[src/rtl/uart_pkg.sv]
// -----------------------------------------------------------------------------
// uart_pkg
// Definitions shared by the UART receiver and transmitter.
//   rx_state_t    : receiver FSM state encoding
//   DEFAULT_*     : default baud/frame constants, also used by the transmitter
//   half_bit()    : clock count from the start-bit edge to the middle of the bit
// -----------------------------------------------------------------------------
package uart_pkg;

  typedef enum logic [2:0] {
    ST_IDLE      = 3'd0,
    ST_START     = 3'd1,
    ST_DATA      = 3'd2,
    ST_STOP      = 3'd3,
    ST_WAIT_IDLE = 3'd4
  } rx_state_t;

  localparam int DEFAULT_CLOCKS_PER_BIT      = 434;
  localparam int DEFAULT_DATA_WIDTH          = 8;
  localparam int DEFAULT_CLOCK_COUNTER_WIDTH = 10;
  localparam int DEFAULT_BIT_COUNTER_WIDTH   = 3;

  // Integer division: an odd bit period samples slightly before the true centre.
  function automatic int half_bit(input int clocks_per_bit);
    return clocks_per_bit / 2;
  endfunction

endpackage

[src/rtl/uart_rx_shift_datapath.sv]
// -----------------------------------------------------------------------------
// uart_rx_shift_datapath
// Receive shift register, output byte register and handshake/overrun flags.
//   i_clock   : system clock, rising edge
//   i_reset   : synchronous active-high reset
//   i_shift   : one-cycle strobe, shift i_rx_bit into the shift register
//   i_load    : one-cycle strobe, a good frame completed; publish the byte
//   i_rx_bit  : synchronised RX line
//   i_ack     : consumer accepts o_data (ignored while o_valid=0)
//   o_data    : last good received byte
//   o_valid   : o_data holds an unacknowledged byte
//   o_overrun : sticky, a byte was overwritten before it was acknowledged
// -----------------------------------------------------------------------------
module uart_rx_shift_datapath
  import uart_pkg::*;
#(
  parameter int DATA_WIDTH = DEFAULT_DATA_WIDTH
) (
  input  logic                  i_clock,
  input  logic                  i_reset,
  input  logic                  i_shift,
  input  logic                  i_load,
  input  logic                  i_rx_bit,
  input  logic                  i_ack,
  output logic [DATA_WIDTH-1:0] o_data,
  output logic                  o_valid,
  output logic                  o_overrun
);

  logic [DATA_WIDTH-1:0] r_shift;
  logic [DATA_WIDTH-1:0] r_data;
  logic                  r_valid;
  logic                  r_overrun;

  // Shift register: bits enter at the MSB, so the first bit received ends in bit 0
  always_ff @(posedge i_clock) begin
    if (i_reset) begin
      r_shift <= {DATA_WIDTH{1'b0}};
    end else if (i_shift) begin
      r_shift <= {i_rx_bit, r_shift[DATA_WIDTH-1:1]};
    end else begin
      r_shift <= r_shift;
    end
  end

  // Output byte with valid/ack handshake and sticky overrun
  always_ff @(posedge i_clock) begin
    if (i_reset) begin
      r_data    <= {DATA_WIDTH{1'b0}};
      r_valid   <= 1'b0;
      r_overrun <= 1'b0;
    end else if (i_load) begin
      r_data  <= r_shift;
      r_valid <= 1'b1;
      // An ack in the load cycle consumes the old byte, so nothing is lost.
      if (r_valid && !i_ack) begin
        r_overrun <= 1'b1;
      end else if (r_valid && i_ack) begin
        r_overrun <= 1'b0;
      end else begin
        r_overrun <= r_overrun;
      end
    end else if (r_valid && i_ack) begin
      r_data    <= r_data;
      r_valid   <= 1'b0;
      r_overrun <= 1'b0;
    end else begin
      r_data    <= r_data;
      r_valid   <= r_valid;
      r_overrun <= r_overrun;
    end
  end

  assign o_data    = r_data;
  assign o_valid   = r_valid;
  assign o_overrun = r_overrun;

endmodule

[src/rtl/uart_rx_control_unit.sv]
// -----------------------------------------------------------------------------
// uart_rx_control_unit
// UART receiver: RX synchroniser, frame sequencing FSM and counters; the byte
// datapath lives in uart_rx_shift_datapath.
//   i_clock         : system clock, rising edge
//   i_reset         : synchronous active-high reset
//   i_RX            : asynchronous serial line, idles high
//   i_ack           : consumer accepts o_data
//   o_data          : last good received byte
//   o_valid         : o_data holds an unacknowledged byte
//   o_framing_error : one-cycle pulse when a stop bit is sampled low
//   o_overrun       : sticky, a byte was overwritten before it was acked
//   o_busy          : FSM is not idle
// -----------------------------------------------------------------------------
module uart_rx_control_unit
  import uart_pkg::*;
#(
  parameter int CLOCK_COUNTER_WIDTH = DEFAULT_CLOCK_COUNTER_WIDTH,
  parameter int BIT_COUNTER_WIDTH   = DEFAULT_BIT_COUNTER_WIDTH,
  parameter int DATA_WIDTH          = DEFAULT_DATA_WIDTH,
  parameter int CLOCKS_PER_BIT      = DEFAULT_CLOCKS_PER_BIT
) (
  input  logic                  i_clock,
  input  logic                  i_reset,
  input  logic                  i_RX,
  input  logic                  i_ack,
  output logic [DATA_WIDTH-1:0] o_data,
  output logic                  o_valid,
  output logic                  o_framing_error,
  output logic                  o_overrun,
  output logic                  o_busy
);

  localparam int HALF = half_bit(CLOCKS_PER_BIT);
  localparam logic [CLOCK_COUNTER_WIDTH-1:0] C_CLK_ZERO     = {CLOCK_COUNTER_WIDTH{1'b0}};
  localparam logic [CLOCK_COUNTER_WIDTH-1:0] C_CLK_ONE      = {{(CLOCK_COUNTER_WIDTH-1){1'b0}}, 1'b1};
  localparam logic [CLOCK_COUNTER_WIDTH-1:0] C_HALF_LAST    = CLOCK_COUNTER_WIDTH'(HALF - 1);
  localparam logic [CLOCK_COUNTER_WIDTH-1:0] C_BIT_LAST     = CLOCK_COUNTER_WIDTH'(CLOCKS_PER_BIT - 1);
  localparam logic [BIT_COUNTER_WIDTH-1:0]   C_BIT_ZERO     = {BIT_COUNTER_WIDTH{1'b0}};
  localparam logic [BIT_COUNTER_WIDTH-1:0]   C_BIT_ONE      = {{(BIT_COUNTER_WIDTH-1){1'b0}}, 1'b1};
  localparam logic [BIT_COUNTER_WIDTH-1:0]   C_LAST_DATA    = BIT_COUNTER_WIDTH'(DATA_WIDTH - 1);

  logic                           r_rx_meta;
  logic                           r_rx_sync;
  rx_state_t                      r_state;
  rx_state_t                      w_state_next;
  logic [CLOCK_COUNTER_WIDTH-1:0] r_clk_cnt;
  logic [CLOCK_COUNTER_WIDTH-1:0] w_clk_cnt_next;
  logic [BIT_COUNTER_WIDTH-1:0]   r_bit_cnt;
  logic [BIT_COUNTER_WIDTH-1:0]   w_bit_cnt_next;
  logic                           w_shift;
  logic                           w_load;
  logic                           w_framing_error;
  logic                           r_framing_error;
  logic                           r_busy;

  // Two-flop synchroniser; flops reset to the idle line level
  always_ff @(posedge i_clock) begin
    if (i_reset) begin
      r_rx_meta <= 1'b1;
      r_rx_sync <= 1'b1;
    end else begin
      r_rx_meta <= i_RX;
      r_rx_sync <= r_rx_meta;
    end
  end

  // Next-state, counter and strobe logic; every decision point restarts clk_cnt
  always_comb begin
    w_state_next    = r_state;
    w_clk_cnt_next  = r_clk_cnt;
    w_bit_cnt_next  = r_bit_cnt;
    w_shift         = 1'b0;
    w_load          = 1'b0;
    w_framing_error = 1'b0;
    case (r_state)
      ST_IDLE: begin
        w_clk_cnt_next = C_CLK_ZERO;
        w_bit_cnt_next = C_BIT_ZERO;
        if (!r_rx_sync) begin
          w_state_next = ST_START;
        end else begin
          w_state_next = ST_IDLE;
        end
      end
      ST_START: begin
        // Re-check the line half a bit in; a short low pulse is a glitch.
        if (r_clk_cnt == C_HALF_LAST) begin
          w_clk_cnt_next = C_CLK_ZERO;
          if (!r_rx_sync) begin
            w_state_next = ST_DATA;
          end else begin
            w_state_next = ST_IDLE;
          end
        end else begin
          w_clk_cnt_next = r_clk_cnt + C_CLK_ONE;
        end
      end
      ST_DATA: begin
        if (r_clk_cnt == C_BIT_LAST) begin
          w_clk_cnt_next = C_CLK_ZERO;
          w_shift        = 1'b1;
          if (r_bit_cnt == C_LAST_DATA) begin
            w_bit_cnt_next = C_BIT_ZERO;
            w_state_next   = ST_STOP;
          end else begin
            w_bit_cnt_next = r_bit_cnt + C_BIT_ONE;
          end
        end else begin
          w_clk_cnt_next = r_clk_cnt + C_CLK_ONE;
        end
      end
      ST_STOP: begin
        if (r_clk_cnt == C_BIT_LAST) begin
          w_clk_cnt_next = C_CLK_ZERO;
          if (r_rx_sync) begin
            w_load       = 1'b1;
            w_state_next = ST_IDLE;
          end else begin
            w_framing_error = 1'b1;
            w_state_next    = ST_WAIT_IDLE;
          end
        end else begin
          w_clk_cnt_next = r_clk_cnt + C_CLK_ONE;
        end
      end
      ST_WAIT_IDLE: begin
        // Hold off until the line goes high so a break is not decoded as frames.
        w_clk_cnt_next = C_CLK_ZERO;
        w_bit_cnt_next = C_BIT_ZERO;
        if (r_rx_sync) begin
          w_state_next = ST_IDLE;
        end else begin
          w_state_next = ST_WAIT_IDLE;
        end
      end
      default: begin
        w_state_next   = ST_IDLE;
        w_clk_cnt_next = C_CLK_ZERO;
        w_bit_cnt_next = C_BIT_ZERO;
      end
    endcase
  end

  // State, counters and registered status outputs
  always_ff @(posedge i_clock) begin
    if (i_reset) begin
      r_state         <= ST_IDLE;
      r_clk_cnt       <= C_CLK_ZERO;
      r_bit_cnt       <= C_BIT_ZERO;
      r_framing_error <= 1'b0;
      r_busy          <= 1'b0;
    end else begin
      r_state         <= w_state_next;
      r_clk_cnt       <= w_clk_cnt_next;
      r_bit_cnt       <= w_bit_cnt_next;
      r_framing_error <= w_framing_error;
      // Registered alongside the state, so it always equals (state != IDLE).
      r_busy          <= (w_state_next != ST_IDLE);
    end
  end

  uart_rx_shift_datapath #(
    .DATA_WIDTH (DATA_WIDTH)
  ) u_datapath (
    .i_clock   (i_clock),
    .i_reset   (i_reset),
    .i_shift   (w_shift),
    .i_load    (w_load),
    .i_rx_bit  (r_rx_sync),
    .i_ack     (i_ack),
    .o_data    (o_data),
    .o_valid   (o_valid),
    .o_overrun (o_overrun)
  );

  assign o_framing_error = r_framing_error;
  assign o_busy          = r_busy;

endmodule
[config.mk]
export PLATFORM = sky130hd
export DESIGN_NAME = uart_rx_control_unit
export DESIGN_NICKNAME = d
export VERILOG_FILES = /design/src/rtl/uart_pkg.sv /design/src/rtl/uart_rx_shift_datapath.sv /design/src/rtl/uart_rx_control_unit.sv
export SDC_FILE = /design/constraint.sdc
export NUM_CORES = 1
export LEC_CHECK = 0
export ABC_CLOCK_PERIOD_IN_PS = 4000
export CAP_MARGIN = 20
export CORE_ASPECT_RATIO = 0.5
export CORE_MARGIN = 2
export CORE_UTILIZATION = 55
export DETAILED_ROUTE_END_ITERATION = 8
export HOLD_SLACK_MARGIN = 0.12
export PLACE_DENSITY_LB_ADDON = 0.05
export REMOVE_ABC_BUFFERS = 1
export SYNTH_ARGS = -nofsm -noshare
export SYNTH_HDL_FRONTEND = slang
export SYNTH_SLANG_ARGS = --single-unit
[constraint.sdc]
create_clock -name i_clock -period 4 [get_ports i_clock]
set_clock_uncertainty 0.05 [all_clocks]
set_input_delay 0.4 -clock i_clock [delete_from_list [all_inputs] [get_ports i_clock]]
set_output_delay 0.4 -clock i_clock [all_outputs]
set_load 0.01 [all_outputs]
==> flow_summary.toml, run 1 <==
[run_status]
status = "finished, final reports clean"

[die]
core_area_um2 = 2700
die_h_um = 42.46
ios = 16
die-area_um2 = 3435
fp-row-count = 13
initial_utilization_pct = 60.24
dieWidth_um = 80.91

[synthesis]
yosysWarningCount = 0
netlist_instances = 162
synth-seq-area-share_pct = 46.77
synthFlopType = "dfxtp_1"
synth.avg_cell_area_um2 = 10.04
synthDistinctLibCells = 43
syn_area_um2 = 1627
synth-edff-count = 0
async_flop_share_pct = 0
ys_seq_elements = 38

[finish]
drive_gt1_share_pct = 9.945
final_cells = 218
design_area_um2 = 1892
area_growth_pct = 16.31
nets = 189
diodes = 0

[place]
io_buffers = 15
gp_congestion = 0.8848
dp.cells = 210
hpwl_mm = 1.947
dpl-instance-area_um2 = 1800

[worst_setup_path]
max_stage_delay_ns = 0.87
arrival_ns = 2.39
cp-start-kind = "input pin"
cp_slowest_cell = "clkdlybuf4s50_1"
criticalPathCategory = "input pin to flop"
worst_r2r_path_depth = 5
crit-reg2reg-launch = "r_clk_cnt[0]$_SDFF_PP0_"
r2r_setup_slack_ns = 1.87
end_kind = "flop"
crit_buf_inv = 1
cp_cell_sequence = "clkdlybuf4s50_1 -> nor3b_1 -> nor4b_1 -> o21bai_1 -> nand4b_1"
critical_path_required_ns = 4.17
crit_fanout = 26
path_delay_family = "simple AND/OR/NAND/NOR gates"
r2r-end = "r_bit_cnt[1]$_SDFFE_PP0P_"

[routing]
drt-pass1-iter-count = 4
vias = 1183
drcViolationCount = 0
wl_per_cell_um = 13.10
wl_mm = 2.856
via_per_inst = 5.427
final_antenna_net_count = 0
drt_iter0_drc = 34

[worst_hold_path]
hold_start = "r_rx_meta$_SDFF_PP1_"
hold_depth = 1
whs_endpoint = "r_rx_sync$_SDFF_PP1_"
worstHoldPathType = "flop to flop"

[cts]
insertion_delay_ns = 0.28
clock_sinks = 38
cts.reportedPaths.clkPinSlew_ns = 0.07
hold_buffers = 0
cts_buffers = 5
cts_tree = "yes"
cts_htree_levels = 2
cts_resized = 0
cts_buffer_depth = 2
ctsRootBufferMaster = "clkbuf_8"
post_cts_buffers = 0

[power]
power.density_nw_per_um2 = 349.6
vdd_drop_max_mv = 0.1999
leakage_nw = 0.7431

[grt]
antenna_found_initial = 0
grt_use_total_pct = 18.80
grt-ovfl-total = 0
grt_pass1_vias = 1156
grt_max_degree = 27
grt_pass1_wl_mm = 4.940

[timing]
setup_tns_ns = 0
finalCriticalPeriod_ns = 2.217
worst_pin_slew_ns = 0.9028
final-hold-violation-count = 0
drv_slew = 0
fmax_mhz = 451.1
rsz0062_at_grt = "no"
finalSetupViolations = 0
max-slew-margin-rel_pct = 39.63
final.period_utilization_pct = 55.41

[flow_run]
maxCapViolations = 0
## final cells by class
| type | instances | area, µm² |
|---|---|---|
| clock buffer | 7 | 86.33 |
| clock inverter | 1 | 5.005 |
| fill | 232 | 808.3 |
| inverter | 7 | 26.28 |
| multi-input combinational | 112 | 809.5 |
| sequential | 38 | 760.7 |
| tap | 37 | 46.29 |
| timing repair buffer | 16 | 157.7 |
## registers in the layout (all words and copies together) (netlist names), named ones only
signal,cells
u_datapath.r_shift,8
u_datapath.o_data,8
o_busy,1
u_datapath.o_valid,1
r_state,3
r_rx_sync,1
r_rx_meta,1
r_bit_cnt,3
r_clk_cnt,10
o_framing_error,1
## worst reg2reg max path: cells and delay by family (launching register included)
kind / cells / cell delay, ns
AND/OR/NAND/NOR: 3 / 1.19
flip-flops: 1 / 0.47
AO/OA/AOI/OAI: 1 / 0.15
adder cells (fa/ha/maj): 1 / 0.22
## through the flow
stage	utilization, %	power (mW)	hold slack [ns]	setup WS (ns)
detailed placement	66.68	0.4081	0.3607	1.520
floorplan	-	0.3980	0.3395	1.867
global route	70.06	0.6890	0.4141	1.659
CTS	70.06	0.6702	0.3816	1.814
global placement	66.68	0.4077	0.3462	1.589
finish	70.06	0.6614	0.3859	1.783
## report_power, final
part           internal, mW  switching (mW)
Sequential            0.381         0.00272
Combinational       0.00665         0.00951
Clock                 0.139           0.123
Total                 0.526           0.135
## synth_stat cells (2+ instances only)
library cell  count  area [µm²]
a31o_1            2       17.52
or2_2             2       12.51
a31oi_1           2       12.51
dfxtp_1          38       760.7
nand4b_1          3       26.28
nand4_1           2       12.51
inv_1             7       26.28
xor2_1            7       61.31
mux2i_1          16       160.2
nor4b_1           3       26.28
ha_1              5       62.56
nor3b_1           2       15.01
and4bb_1          2       25.02
nor2_1           31       116.4
nand2_1           3       11.26
clkbuf_1          3       11.26
nand3_1           7       35.03
and2_1            2       12.51
## logic make-up after synthesis
| logic type | synth area share [%] |
|---|---|
| simple gates | 24.08 |
| mux | 10.54 |
| flops | 46.77 |
| fa+ha+maj | 3.846 |
| buf+inv | 3.462 |
| xor+xnor | 4.308 |
| compound gates | 7.001 |
## cells in the final DEF (no fill, tap or decap), types with 2 or more instances in the layout
master / synthesis / final
dfxtp_1: 38 / 38
nor2_1: 31 / 31
mux2i_1: 16 / 16
clkdlybuf4s50_1: 0 / 15
inv_1: 7 / 7
xor2_1: 7 / 7
nand3_1: 7 / 7
clkbuf_8: 0 / 6
ha_1: 5 / 5
nand4b_1: 3 / 3
nand2_1: 3 / 3
nor4b_1: 3 / 3
and2_1: 2 / 2
and4bb_1: 2 / 2
nor3b_1: 2 / 2
nand4_1: 2 / 2
a31oi_1: 2 / 2
a31o_1: 2 / 2
or2_2: 2 / 2
## worst max path at each step
stage | cells past startpoint | start | to | slack, ns
6_report | 5 | i_reset | o_busy$_SDFF_PP0_ | 1.78
5_1_grt | 5 | i_reset | o_busy$_SDFF_PP0_ | 1.66
4_1_cts | 5 | i_reset | o_busy$_SDFF_PP0_ | 1.81
3_5_place_dp | 5 | i_reset | o_busy$_SDFF_PP0_ | 1.52
3_3_place_gp | 5 | i_reset | o_busy$_SDFF_PP0_ | 1.59
2_1_floorplan | 5 | r_clk_cnt[0]$_SDFF_PP0_ | u_datapath.o_data[0]$_SDFFE_PP0P_ | 1.87
## routing by layer
metal / GRT usage, % / up-vias / share of wire [%] / wire length, µm
met1: 21.97 / 559 / 48 / 1373
met2: 31.74 / 17 / 46 / 1312
met3: 5.819 / 8 / 3.6 / 103
met5: 0 / - / 0 / 0
li1: - / 599 / - / -
met4: 8.475 / 0 / 2.3 / 66
Power figures use the tool's default switching activity.
==> run 2: changes to the inputs <==
Settings changed: ABC_CLOCK_PERIOD_IN_PS 4000 to 1800, CORE_UTILIZATION 55 to 50.
Clock period 4 ns to 1.8 ns, I/O delays scaled along.
==> flow_summary.toml, run 2 (synthesis gave the netlist of run 1 again) <==
[worst_hold_path]
hold_depth = 1
worstHoldPathType = "flop to flop"

[die]
initial_utilization_pct = 53.37
die-area_um2 = 3753
fp-row-count = 14
die_h_um = 44.33
ios = 16
core_area_um2 = 3048
dieWidth_um = 84.66

[timing]
drv_slew = 0
postLayoutSetupSlackWorst_ns = 0.1664
finalSetupViolations = 0
worst_pin_slew_ns = 0.4497
whs_ns = 0.3715
final.period_utilization_pct = 90.76
finalCriticalPeriod_ns = 1.634
final-hold-violation-count = 0
fmax_mhz = 612.1
max-slew-margin-rel_pct = 70.02
rsz0062_at_grt = "yes"

[worst_setup_path]
critical_path_required_ns = 1.93
cp_slowest_cell = "dfxtp_1"
worst_r2r_path_depth = 5
cp_cell_sequence = "nand4bb_1 -> nor4_4 -> buf_6 -> mux2i_1 -> nor2_1"
end_kind = "flop"
cp.depth = 5
path_delay_family = "simple AND/OR/NAND/NOR gates"
cp-start-kind = "flop"
crit_buf_inv = 1
crit_fanout = 7
arrival_ns = 1.76
max_stage_delay_ns = 0.41
criticalPathCategory = "flop to flop"

[cts]
insertion_delay_ns = 0.28
cts_buffers = 5
cts_buffer_depth = 2
ctsRootBufferMaster = "clkbuf_8"
cts_tree = "yes"
cts.reportedPaths.clkPinSlew_ns = 0.07
clock_sinks = 38
cts_htree_levels = 2

[finish]
diodes = 0
final_cells = 228
final_common_cell = "dfxtp_1"
final_cell_mix = "dfxtp_1, nor2_1, mux2i_1, clkdlybuf4s50_1"
drive_gt1_share_pct = 15.43
largest_register_ffs = 10
nFillCells = 264
largest_register = "r_clk_cnt"
finalCoreUtilization_pct = 64.61
area_growth_pct = 21.08
nets = 196

[grt]
grt-ovfl-total = 0
grt_pass1_wl_mm = 5.016
grt_max_degree = 24
grt_pass1_vias = 1063
antenna_found_initial = 0
grt_use_total_pct = 17.57

[power]
leakage_nw = 0.7958
pwr-share-comb_pct = 2.8
p_sw_share_pct = 21.30
vdd_drop_max_mv = 0.5145
seqPwrFrac_pct = 57.1
finalPower_mw = 1.491
clkPwrFrac_pct = 40.1
power.density_nw_per_um2 = 757.0
internal_power_mw = 1.173
netSwitchingPower_mw = 0.3176

[routing]
vias = 1187
drt-pass1-iter-count = 4
drcViolationCount = 0
final_antenna_net_count = 0
drt_iter0_drc = 31
via_per_inst = 5.206
wl_mm = 2.936
wl_per_cell_um = 12.88

[run_status]
status = "finished, final reports clean"

[place]
dp.cells = 219
dp_worst_setup_slack_ns = 0.09330
gp_congestion = 0.8295
hpwl_mm = 2.011
io_buffers = 15

[flow_run]
maxCapViolations = 0
## run 2: repair_timing
| action | 4_1_cts | 5_1_grt |
|---|---|---|
| resized for setup | 0 | 11 |
| buffers inserted | 0 | 0 |
| hold buffers | 0 | 0 |
| setup endpoints to repair | 0 | 8 |
## run 2: final cells by class
cell class                 instances  area [µm²]  area share [%]
multi-input combinational        112       820.8           41.68
sequential                        38       763.2           38.75
timing repair buffer              23       217.7           11.05
clock buffer                       7       86.33           4.384
tap                               40       50.05           2.541
inverter                           7       26.28           1.334
clock inverter                     1       5.005          0.2541
## run 2: per-layer routing
| layer | wire (µm) | vias to the layer above | GRT usage (%) |
|---|---|---|---|
| li1 | - | 614 | - |
| met1 | 1546 | 551 | 23.32 |
| met2 | 1228 | 19 | 26.46 |
| met3 | 133 | 3 | 6.716 |
| met4 | 27 | 0 | 6.667 |
| met5 | 0 | - | 0 |
## run 2: through the flow
step,setup TNS [ns],instance area [µm²]
6_report,0,1969
5_1_grt,-0.01869,1969
4_1_cts,0,1941
3_5_place_dp,0,1849
3_3_place_gp,0,1849
2_1_floorplan,-3.083,1597
## run 2: path summary, 6_finish.rpt
path / start / endpoint / slack, ns
worst max-delay path: r_clk_cnt[2]$_SDFF_PP0_ / u_datapath.o_data[0]$_SDFFE_PP0P_ / 0.17
worst min-delay path: r_rx_meta$_SDFF_PP1_ / r_rx_sync$_SDFF_PP1_ / 0.37
worst max register to register: r_clk_cnt[2]$_SDFF_PP0_ / u_datapath.o_data[0]$_SDFFE_PP0P_ / 0.17
worst min register to register: r_rx_meta$_SDFF_PP1_ / r_rx_sync$_SDFF_PP1_ / 0.37
## run 2: power groups by stage
stage	combinational, mW	sequential, mW	clock (mW)
6_report	0.0418	0.851	0.598
3_5_place_dp	0.0416	0.870	0
3_3_place_gp	0.0411	0.870	0
2_1_floorplan	0.0146	0.870	0
4_1_cts	0.0418	0.850	0.620
5_1_grt	0.0472	0.851	0.658
